--- config.mk ---
export PLATFORM = sky130hd
export DESIGN_NAME = life_frame_streamer
export DESIGN_NICKNAME = d
export VERILOG_FILES = /design/src/rtl/life_frame_streamer.sv
export SDC_FILE = /design/constraint.sdc
export NUM_CORES = 1
export LEC_CHECK = 0
export CAP_MARGIN = 20
export CORE_MARGIN = 1.5
export CORE_UTILIZATION = 40
export DETAILED_ROUTE_END_ITERATION = 10
export MAX_ROUTING_LAYER = met4
export PLACE_DENSITY_LB_ADDON = 0.25
export SETUP_SLACK_MARGIN = 0.5
export SYNTH_ARGS = -nofsm -noshare
export SYNTH_HDL_FRONTEND = slang
export SYNTH_SLANG_ARGS = --single-unit
--- constraint.sdc ---
create_clock -name clk_i -period 16.3 [get_ports clk_i]
set_input_delay 1.63 -clock clk_i [delete_from_list [all_inputs] [get_ports clk_i]]
set_output_delay 1.63 -clock clk_i [all_outputs]
set_load 0.02 [all_outputs]
--- src/rtl/life_frame_streamer.sv ---
// Snapshots a Game of Life grid on request and streams it one row per beat over valid/ready,
// then reports the frame's live-cell population for one cycle.
module life_frame_streamer #(
   parameter int unsigned M     = 16,
   parameter int unsigned N     = 16,
   parameter int unsigned ROW_W = (N > 1) ? $clog2(N) : 1,
   parameter int unsigned POP_W = $clog2(M * N + 1)
) (
   input  logic               clk_i,
   input  logic               reset_n_i,
   input  logic [N*M-1:0]     state_i,
   input  logic               frame_req_i,
   output logic               busy_o,
   output logic               m_valid_o,
   input  logic               m_ready_i,
   output logic [M-1:0]       m_data_o,
   output logic [ROW_W-1:0]   m_row_o,
   output logic               m_last_o,
   output logic [POP_W-1:0]   pop_o,
   output logic               pop_valid_o,
   output logic               req_dropped_o
);

   typedef enum logic [1:0] {StIdle, StSend, StDone} state_e;

   state_e                r_state, w_state_nxt;
   logic [N-1:0][M-1:0]   r_snap, w_snap_nxt;
   logic [ROW_W-1:0]      r_row, w_row_nxt;
   logic [POP_W-1:0]      r_acc, w_acc_nxt;
   logic [POP_W-1:0]      r_pop, w_pop_nxt;
   logic                  r_pend, w_pend_nxt;
   logic                  r_drop, w_drop_nxt;
   logic                  r_req_prev;
   logic [M-1:0]          w_row_data;
   logic [POP_W-1:0]      w_row_pop;
   logic                  w_last;
   logic                  w_restart;

   function automatic logic [POP_W-1:0] popcnt(input logic [M-1:0] v);
      logic [POP_W-1:0] c;
      c = '0;
      for (int i = 0; i < M; i++) c = c + POP_W'(v[i]);
      return c;
   endfunction

   assign w_row_data = r_snap[r_row];
   assign w_row_pop  = popcnt(w_row_data);
   assign w_last     = (r_row == ROW_W'(N - 1));

   always_comb begin
      w_state_nxt = r_state;
      w_snap_nxt  = r_snap;
      w_row_nxt   = r_row;
      w_acc_nxt   = r_acc;
      w_pop_nxt   = r_pop;
      w_pend_nxt  = r_pend;
      w_drop_nxt  = r_drop;
      w_restart   = 1'b0;
      unique case (r_state)
         StIdle: begin
            if (frame_req_i) w_restart = 1'b1;
         end
         StSend: begin
            if (m_ready_i) begin
               w_acc_nxt = r_acc + w_row_pop;
               if (w_last) begin
                  w_pop_nxt   = r_acc + w_row_pop;
                  w_state_nxt = StDone;
               end else begin
                  w_row_nxt = r_row + ROW_W'(1);
               end
            end
            // A held request is one request; only a fresh assertion while queued is lost.
            if (frame_req_i) begin
               if (!r_pend) w_pend_nxt = 1'b1;
               else if (!r_req_prev) w_drop_nxt = 1'b1;
            end
         end
         StDone: begin
            if (r_pend) begin
               w_restart  = 1'b1;
               w_pend_nxt = frame_req_i;
            end else if (frame_req_i) begin
               w_restart = 1'b1;
            end else begin
               w_state_nxt = StIdle;
            end
         end
         default: w_state_nxt = StIdle;
      endcase
      if (w_restart) begin
         w_snap_nxt  = state_i;
         w_row_nxt   = '0;
         w_acc_nxt   = '0;
         w_state_nxt = StSend;
      end
   end

   always_ff @(posedge clk_i or negedge reset_n_i) begin
      if (!reset_n_i) begin
         r_state    <= StIdle;
         r_snap     <= '0;
         r_row      <= '0;
         r_acc      <= '0;
         r_pop      <= '0;
         r_pend     <= 1'b0;
         r_drop     <= 1'b0;
         r_req_prev <= 1'b0;
      end else begin
         r_state    <= w_state_nxt;
         r_snap     <= w_snap_nxt;
         r_row      <= w_row_nxt;
         r_acc      <= w_acc_nxt;
         r_pop      <= w_pop_nxt;
         r_pend     <= w_pend_nxt;
         r_drop     <= w_drop_nxt;
         r_req_prev <= frame_req_i;
      end
   end

   assign busy_o        = (r_state != StIdle);
   assign m_valid_o     = (r_state == StSend);
   assign m_data_o      = m_valid_o ? w_row_data : '0;
   assign m_row_o       = m_valid_o ? r_row : '0;
   assign m_last_o      = m_valid_o & w_last;
   assign pop_o         = r_pop;
   assign pop_valid_o   = (r_state == StDone);
   assign req_dropped_o = r_drop;

endmodule
==> summary.md, run 1 <==
| Metric | Value |
|---|---|
| Max Cap Viol | 0 |
| Prevailing post-synth register cell | dfrtp_1 |
| Endpoint of the worst hold path | req_dropped_o |
| Post-synthesis cell area | 13,200 um2 |
| Final worst clock skew | 0.0127 ns |
| Largest fanout on the critical path | 39 |
| Reg2Reg Depth | 21 |
| DRC viols | 0 |
| Cell at the root of the clock tree | clkbuf_16 |
| Crit-path max cell delay | 0.84 ns |
| Number of antenna violations at the first check in global routing | 8 |
| Overall fraction of global-route tracks in use | 0.212 |
| Fraction of final layout cells sized beyond drive strength 1 | 0.136 |
| Post-Route WL | 34,800 um |
| Number of buffers inserted during clock tree synthesis | 31 |
| Mean instance size in the synthesized netlist | 15.2 um2 |
| Total of hold buffers inserted after clock tree synthesis | 0 |
| Max clock buf depth | 3 |
| Fraction of met1 tracks used by global routing | 0.283 |
| Final total negative setup slack | 0 ns |
| Hold depth | 1 |
| Syn. warnings | 0 |
| Pin count of the biggest net entering global routing | around 180 |
| # IOs | 294 |
| Layout net count | 1,426 |
| Period minus WS final | 6.37 ns |
| Growth of design area from synthesis to finish | 32.9% |
| Slowest-stage cell, CP | dfrtp_4 |
| Starting density of the core | 0.406 |
| Worst rel slew slack | 0.274 |
| Reg-to-reg critical path startpoint | r_row[0] |
| Achievable Freq | 157 MHz |
| Met2 usage in global routing | 0.320 |
| Result of the run | complete, no violations |
| Number of vias in the routed layout | 8,301 |
| Transition time of the tightest slew-check pin | 1.09 ns |
| Clock transition at the register clock pins on the worst setup and hold paths after CTS | ~0.07 ns |
| Number of search-and-repair iterations in the first detailed-routing pass | 4 |
| Arrival time at the worst endpoint | roughly 6.8 ns |
| Sinks on the clock net | 283 |
| Placer's final routability congestion estimate | between 0.8 and 0.9 |
| Detailed Place HPWL | ~25,000 um |
| Deepest level of the CTS H-tree | 1 |
| Synthesized netlist net count | 1,147 |
| Height of the die | 185 um |
| Number of synthesized flops with an enable pin | 0 |
| Final Slew Violations | 0 |
| Post-synthesis async set-or-reset flop share | 1.00 |
| Gr ovfl total | 0 |
| Syn Inst Count | just under 900 |
| CP Launch Type | flop |
| Average wire length per cell after detail routing | 21.5 um |
| Post-synthesis sequential element count | 283 |
| TritonCTS clock tree | built |
| Width of the die | 185 um |
| Fillers | 2,776 |
| Site Rows | 66 |
| Distinct cells, synth | 41 |
| Reg2reg setup slack | around 9.9 ns |
| Number of instances resized during post-cts repair | 0 |
| Number of nets still failing antenna checks after routing | 0 |
| Post-CTS Setup Repair Bufs | 0 |
| Ratio of routed vias to standard cells | 5.13 |
| Placeable core area | 32,500 um2 |
| Area of all sequential standard cells | 7090 um2 |
| Via count of the first global-routing pass | 8,663 |
| Full die area | between 30,000 and 40,000 um2 |
| Origin of the worst min-delay path | r_req_prev |
| Multi-input gate area in the final layout | 5770 um2 |
| RSZ-0062 raised after global routing | no |
| R2r endpoint | pop_o[8] |
| Fin. Hold Viols | 0 |
| Share of synthesized area occupied by flip-flops and latches | 0.537 |
| Required time worst endpoint | ~17 ns |
| Worst skew pair latency | 0.56 ns |
| Met3 Use GR | 0.0583 |
| IO buf count | ~290 |
| Wire length of the first global-routing pass | between 50,000 and 60,000 um |
| Crit-path cells | buf_4 > mux4_2 > mux2i_1 > nand2_1 > o21ai_1 > fa_1 > inv_1 > fa_1 > inv_1 > fa_1 > inv_1 > fa_1 > inv_1 > fa_1 > inv_1 > fa_1 > a211oi_1 > o21bai_1 > nand4_1 > xor2_1 > o21ai_1 |
| Initial detailed-routing violation count | ~420 |
| Kind of end point of the critical path | flop |
| Post-route clock period utilization | 0.390 |
| Number of failing setup endpoints in the final timing report | 0 |
| Routing layer with the top usage in global route | met2 |
| Kind of path behind the tightest hold check | flop to flop |
| Category of the critical setup timing path | flop to flop |
| Most repeated library cell on the critical path | fa_1 |
## critical path, delay by kind of cell (launching register included)
family | cells | cell delay (ns)
XOR/XNOR | 1 | 0.17
multiplexers | 2 | 0.83
buffers and inverters | 6 | 1.14
AND/OR/NAND/NOR | 2 | 0.27
AO/OA/AOI/OAI | 4 | 0.65
flip-flops | 1 | 0.84
adder cells (fa/ha/maj) | 6 | 2.30
## routing by layer
metal / vias up / share of wire
met5: - / 0
met4: 0 / 0.023
met2: 274 / 0.46
met1: 4229 / 0.44
li1: 3741 / -
met3: 57 / 0.079
## flip-flops by register name, summed over array words and instances, names as in the netlist
signal / cells
r_req_prev: 1
r_state: 2
req_dropped_o: 1
pop_o: 9
r_row: 4
r_acc: 9
r_pend: 1
r_snap: 256
## metrics by stage
| step | worst slack [ns] | std cells | instance area, um2 | utilization | hold slack [ns] |
|---|---|---|---|---|---|
| finish | 9.93 | 1619 | 17500 | 0.539 | 0.422 |
| global route | 9.44 | 1618 | 17500 | 0.539 | 0.451 |
| CTS | 9.82 | 1609 | 17500 | 0.537 | 0.427 |
| detailed placement | 9.84 | 1553 | 16500 | 0.507 | 0.419 |
| global placement | 9.93 | 1553 | 16500 | 0.507 | 0.412 |
| floorplan | 11.10 | 866 | 13200 | - | 0.405 |
## cells by family (layout without fill, tap and decap cells)
kind of cell | after synthesis | count (layout) | synth area share
and+or+nand+nor | 79 | 79 | 0.0256
other | 0 | 9 | 0
AOI/OAI and AO/OA | 52 | 52 | 0.0246
adders and majority gates | 21 | 21 | 0.0267
buffers and inverters | 74 | 376 | 0.0265
DFF | 283 | 283 | 0.537
xor gates and xnor gates | 8 | 8 | 0.00531
muxes | 349 | 349 | 0.355
## layout by cell type, fill, tap and decap left out, types with 8 or more instances in the layout
master / n
diode_2: 9
mux4_2: 68
nand2_1: 38
ha_1: 9
mux2_2: 23
fa_1: 12
dfrtp_1: 280
nor2_1: 23
clkbuf_16: 31
inv_1: 16
mux2i_1: 12
mux2_1: 246
o21ai_1: 16
clkdlybuf4s50_1: 292
clkbuf_8: 8
and2_1: 9
## layout make-up
cell class,instances,share of cell area
diodes,9,0.00128
clock buffers,46,0.0520
clock inverters,10,0.00464
inverters,18,0.00385
multi-input cells,509,0.329
flip-flops and latches,283,0.404
well taps,442,0.0315
repair buffers,302,0.173
## synth_stat cells, types with 5 or more instances
cell      number  share of area
xor2_1         6         0.0040
fa_1          12          0.018
dfrtp_1      283           0.54
mux2_1       246           0.21
and2_1         9         0.0043
mux4_2        68           0.12
inv_1         16         0.0046
nor2_1        24         0.0068
nand2_1       38          0.011
a21oi_1        7         0.0027
o21ai_0        5         0.0019
mux2_2        23          0.020
a31oi_1        5         0.0024
clkbuf_1      17         0.0048
buf_2         31          0.012
mux2i_1       12         0.0091
ha_1           9         0.0085
o21ai_1       16         0.0061
## how the worst max path moves through the flow
stage	cells past startpoint	start	endpoint	slack, ns
after floorplan	19	r_row[0]	r_acc[8]	11.10
after global placement	21	r_row[0]	pop_o[8]	9.93
after detailed placement	21	r_row[0]	pop_o[8]	9.84
after CTS	21	r_row[0]	pop_o[8]	9.82
after global routing	21	r_row[0]	pop_o[8]	9.44
final	21	r_row[0]	pop_o[8]	9.93
Power of run 1 is not shown: default switching activity piles up to over one toggle a cycle in this logic, so the estimate is an artifact.
==> inputs of run 2 (changes only) <==
clock period = 5.7 ns   (was 16.3 ns; I/O delays follow)
==> run 2 against run 1 <==
  * Cell area rose by 3.3%
  * Global-route usage rose by 1.8 points
  * Cell count rose by 1.6%
  * Critical path type unchanged
  * Highest routed layer unchanged
==> summary.md, run 2 (synthesis results as in run 1) <==
| Metric | Value |
|---|---|
| Result of the run | complete, no violations |
| Period minus WS final | roughly 5.3 ns |
| Max Cap Viol | 0 |
| Fin. Hold Viols | 0 |
| Placer's final routability congestion estimate | 0.870 |
| Gr ovfl total | 0 |
| Most flops, register | r_snap |
| Slowest-stage cell, CP | mux4_2 |
| Overall fraction of global-route tracks in use | 0.230 |
| Max clock buf depth | 3 |
| Average wire length per cell after detail routing | 22.4 um |
| Cell type group with the largest total delay on the critical path | adder cells |
| Ratio of routed vias to standard cells | approximately 5.2 |
| Detailed Place HPWL | approximately 27,000 um |
| Wire length of the first global-routing pass | 55,600 um |
| Critical path launch point | r_row[0] |
| Via count of the first global-routing pass | 9,045 |
| DRC viols | 0 |
| Worst skew pair latency | 0.53 ns |
| Number of buffers inserted during clock tree synthesis | 34 |
| Clock transition at the register clock pins on the worst setup and hold paths after CTS | 0.06 ns |
| Sinks on the clock net | between 200 and 300 |
| Full die area | 34,100 um2 |
| Post-route insts no fill | 1,645 |
| Placeable core area | ~33,000 um2 |
| Kind of end point of the critical path | flop |
| Number of antenna violations at the first check in global routing | 0 |
| Final total negative setup slack | 0 ns |
| Site Rows | 66 |
| Worst rel slew slack | 0.350 |
| # IOs | 294 |
| Crit-path max cell delay | around 0.51 ns |
| Worst Slack Setup Final | 0.368 ns |
| Width of the die | 185 um |
| Number of placed instances, taps included | 1,566 |
| Commonest cells after routing, fill and taps aside | clkdlybuf4s50_1, dfrtp_1, mux2_1, mux4_2, nand2_1 |
| Layout net count | 1,462 |
| Deepest level of the CTS H-tree | 2 |
| Number of flip-flops in the largest register | 256 |
| Post-placement setup slack | 0.102 ns |
| CP Launch Type | flop |
| Final Slew Violations | 0 |
| Kind of path behind the tightest hold check | input port to async pin |
| Arrival time at the worst endpoint | 5.68 ns |
| Crit-path cells | buf_12 > buf_12 > mux4_2 > mux2_2 > o21ai_2 > fa_1 > fa_1 > fa_1 > inv_1 > fa_1 > inv_1 > fa_2 > inv_2 > fa_2 > buf_4 > a21o_1 > a21oi_2 > xor2_1 > o22ai_1 |
| Fraction of final layout cells sized beyond drive strength 1 | 0.180 |
| Total inserted antenna cells | 0 |
| Initial detailed-routing violation count | 563 |
| Post-Route WL | approximately 37,000 um |
| Worst hold margin | 0.0289 ns |
| Reg-to-reg critical path startpoint | r_row[0] |
| Largest fanout on the critical path | 7 |
| Final worst clock skew | 0.0235 ns |
| IO buf count | between 200 and 300 |
| Cell at the root of the clock tree | clkbuf_16 |
| Growth of design area from synthesis to finish | 37.2% |
| Height of the die | 185 um |
| RSZ-0062 raised after global routing | yes |
| Most common cell after layout, fill and taps aside | clkdlybuf4s50_1 |
| Required time worst endpoint | 6.05 ns |
| TritonCTS clock tree | built |
| Starting density of the core | 0.406 |
| Achievable Freq | 188 MHz |
| Number of failing setup endpoints in the final timing report | 0 |
| Number of search-and-repair iterations in the first detailed-routing pass | 4 |
| Pin count of the biggest net entering global routing | 148 |
| Post-route clock period utilization | 0.935 |
| Number of nets still failing antenna checks after routing | 0 |
| Count of buffering cells on the critical path with inverters included | 6 |
| Transition time of the tightest slew-check pin | 0.975 ns |
| Most repeated library cell on the critical path | fa_1 |
| Category of the critical setup timing path | flop to flop |
| Number of vias in the routed layout | 8,524 |
run 2: area by class of cell:
cell class,count,area (um2)
clock buffer,44,918
clock inverter,14,173
fill,2675,14400
inverter,18,67.6
multi-input combinational,509,5870
sequential,283,7090
tap,442,553
timing repair buffer,335,3440
run 2: worst register-to-register path, stage by stage, from the launching register on:
cell and delay [ns]:
dfrtp_4 0.43, buf_12 0.15, buf_12 0.14, mux4_2 0.51, mux2_2 0.29, o21ai_2 0.19, fa_1 0.48, fa_1 0.51
fa_1 0.49, inv_1 0.05, fa_1 0.43, inv_1 0.08, fa_2 0.21, inv_2 0.04, fa_2 0.36, buf_4 0.16
a21o_1 0.16, a21oi_2 0.16, xor2_1 0.21, o22ai_1 0.12
run 2: worst paths after layout:
check                                end  slack, ns  cells past startpoint
setup / recovery                r_acc[4]       0.37                     19
hold / removal                 r_snap[9]       0.03                      1
setup reg to reg                r_acc[4]       0.37                     19
hold reg to reg            req_dropped_o       0.42                      1
max in group asynchronous       r_row[0]       4.14                      2
min in group clk_i         req_dropped_o       0.42                      1
run 2: repair_timing:
item | CTS | global route
hold buffers | 0 | 0
cloned | 1 | 1
endpoints found under the hold margin | 0 | 0
resized for setup | 22 | 9
setup endpoints to repair | 9 | 13
pin swaps | 12 | 11
setup buffers | 14 | 5
run 2: routing by layer:
metal | vias to the layer above | global-route usage | share of wire
li1 | 3794 | - | -
met1 | 4401 | 0.321 | 0.45
met2 | 279 | 0.346 | 0.46
met3 | 50 | 0.0486 | 0.066
met4 | 0 | 0.0514 | 0.019
met5 | - | - | 0
run 2: through the flow:
step / instance area [um2] / util
4_1_cts: 18000 / 0.554
2_1_floorplan: 13200 / -
6_report: 18100 / 0.557
5_1_grt: 18100 / 0.557
3_3_place_gp: 16700 / 0.513
3_5_place_dp: 16700 / 0.513
Power of run 2 is left out for the same reason.
==> inputs of run 3 (changes only) <==
clock period = 5 ns   (was 5.7 ns; I/O delays follow)
==> run 3 against run 2 <==
  * Critical path depth unchanged
  * Critical path type unchanged
  * The flow now finishes with violations (setup timing)
  * Clock-buffer cell count down 1
  * Cell area up 0.35%
  * Non-clock buffer count up 7
  * Cell count up 0.36%
  * Wire length down 0.90%
  * Sequential cell count unchanged
  * First-iteration DRC count down 14%
  * Worst setup slack worse by 0.60 ns
  * Die area unchanged
  * Maximum frequency up 2.0%
  * Global-route usage down 0.53 points
==> summary.md, run 3 (synthesis results as in run 1) <==
| Metric | Value |
|---|---|
| Number of antenna violations at the first check in global routing | 4 |
| Starting density of the core | 0.406 |
| Placed instance area | between 15,000 and 20,000 um2 |
| Width of the die | 185 um |
| Post-route clock period utilization | 1.05 |
| Initial detailed-routing violation count | just under 500 |
| Wire length of the first global-routing pass | about 55,000 um |
| IO buf count | 293 |
| # IOs | 294 |
| Final core occ | 0.559 |
| Category of the critical setup timing path | flop to flop |
| Fin. Hold Viols | 0 |
| Most common cell after layout, fill and taps aside | clkdlybuf4s50_1 |
| Number of vias in the routed layout | roughly 8,500 |
| Post-route insts no fill | 1,651 |
| Kind of end point of the critical path | flop |
| Detailed Place HPWL | 27,100 um |
| Gr ovfl total | 0 |
| Transition time of the tightest slew-check pin | ~0.90 ns |
| Period minus WS final | 5.23 ns |
| Kind of path behind the tightest hold check | input port to async pin |
| Cell at the root of the clock tree | clkbuf_16 |
| Clock transition at the register clock pins on the worst setup and hold paths after CTS | 0.06 ns |
| Number of buffers inserted during clock tree synthesis | 31 |
| Height of the die | between 150 and 200 um |
| Via count of the first global-routing pass | 8,978 |
| Number of search-and-repair iterations in the first detailed-routing pass | 5 |
| Required time worst endpoint | 5.48 ns |
| Overall fraction of global-route tracks in use | 0.225 |
| Achievable Freq | about 190 MHz |
| Deepest level of the CTS H-tree | 1 |
| Post-Route WL | 36,500 um |
| TritonCTS clock tree | built |
| Total of hold buffers inserted after clock tree synthesis | 0 |
| Number of flip-flops in the largest register | 256 |
| RSZ-0062 raised after global routing | yes |
| Worst skew pair latency | 0.56 ns |
| Max clock buf depth | 3 |
| Sinks on the clock net | roughly 280 |
| Most flops, register | r_snap |
| Worst Slack Setup Final | -0.228 ns |
| Final total negative setup slack | -0.914 ns |
| DRC viols | 0 |
| Placer's final routability congestion estimate | just under 0.9 |
| Growth of design area from synthesis to finish | 37.7% |
| Number of failing setup endpoints in the final timing report | 6 |
| Summed area of non-filler cells in the final layout | 18,200 um2 |
| Largest fanout on the critical path | 7 |
| Final worst clock skew | 0.00591 ns |
| Final Slew Violations | 0 |
| Site Rows | 66 |
| Number of placed instances, taps included | between 1,500 and 2,000 |
| CP Launch Type | flop |
| Violations in the final reports | setup timing |
| Commonest cells after routing, fill and taps aside | clkdlybuf4s50_1, dfrtp_1, mux2_1, mux4_2, nand2_1 |
| Max Cap Viol | 0 |
| Worst rel slew slack | 0.400 |
| Placeable core area | 32,500 um2 |
| Ratio of routed vias to standard cells | 5.16 |
| Result of the run | finished with violations |
| Full die area | approximately 34,000 um2 |
| Layout net count | 1,466 |
| Pin count of the biggest net entering global routing | roughly 120 |
| Fraction of final layout cells sized beyond drive strength 1 | 0.182 |
| Arrival time at the worst endpoint | between 5 and 6 ns |
| Average wire length per cell after detail routing | around 22 um |
| Number of nets still failing antenna checks after routing | 0 |
[run 3: cell types whose count changed in the layout (fill, tap and decap cells not counted), sizes merged]
cell      before  now
bufbuf         1    0
clkinv         7    3
clkbuf        45   43
clkinvlp       2    3
inv           20   19
diode          0    4
buf           41   50
[run 3: through the flow]
| step | hold slack [ns] | worst slack (ns) |
|---|---|---|
| floorplan | 0.204 | -0.0404 |
| global placement | 0.416 | -0.211 |
| detailed placement | 0.431 | -0.277 |
| CTS | 0.0728 | -0.213 |
| global route | 0.103 | -0.411 |
| finish | 0.0337 | -0.228 |
[run 3: layout make-up]
type	instances	area (um2)
fillers	2696	14400
clock inverters	10	136
inverters	18	67.6
multi-input cells	509	5920
clock buffers	43	871
well taps	442	553
repair buffers	342	3530
diodes	4	10.0
flip-flops and latches	283	7090
[run 3: path summary, 6_finish.rpt]
path / from / endpoint / slack, ns / cells past startpoint
max in group asynchronous: reset_n_i / r_snap[99] / 3.78 / 2
worst max register to register: r_row[0] / r_acc[8] / -0.23 / 19
worst min register to register: r_req_prev / req_dropped_o / 0.44 / 1
min in group clk_i: r_req_prev / req_dropped_o / 0.44 / 1
worst max-delay path: r_row[0] / r_acc[8] / -0.23 / 19
worst min-delay path: reset_n_i / r_snap[9] / 0.03 / 1
[run 3: repair_timing]
item	in CTS	in global routing
gates resized for setup	26	3
pin swaps	8	3
cloned	2	0
endpoints found under the hold margin	0	0
setup endpoints to repair	16	18
buffers inserted	10	0
[run 3: routing by layer]
layer / track usage / part of all wire / wire length [um]
met1: 0.320 / 0.46 / 16800
met2: 0.333 / 0.45 / 16400
met3: 0.0389 / 0.064 / 2330
met4: 0.0582 / 0.027 / 981
met5: - / 0 / 0
[run 3: critical path, stage by stage (launching register included)]
cell	delay, ns
dfrtp_4	0.55
buf_12	0.16
buf_16	0.13
mux4_2	0.42
mux2_4	0.30
o21ai_4	0.17
fa_1	0.45
fa_1	0.46
fa_1	0.49
inv_1	0.05
fa_1	0.47
inv_1	0.05
fa_2	0.34
inv_2	0.06
fa_2	0.21
a211oi_2	0.07
o21bai_1	0.22
nand4_1	0.19
o21ba_1	0.22
a31oi_1	0.13
Power of run 3 is left out for the same reason.
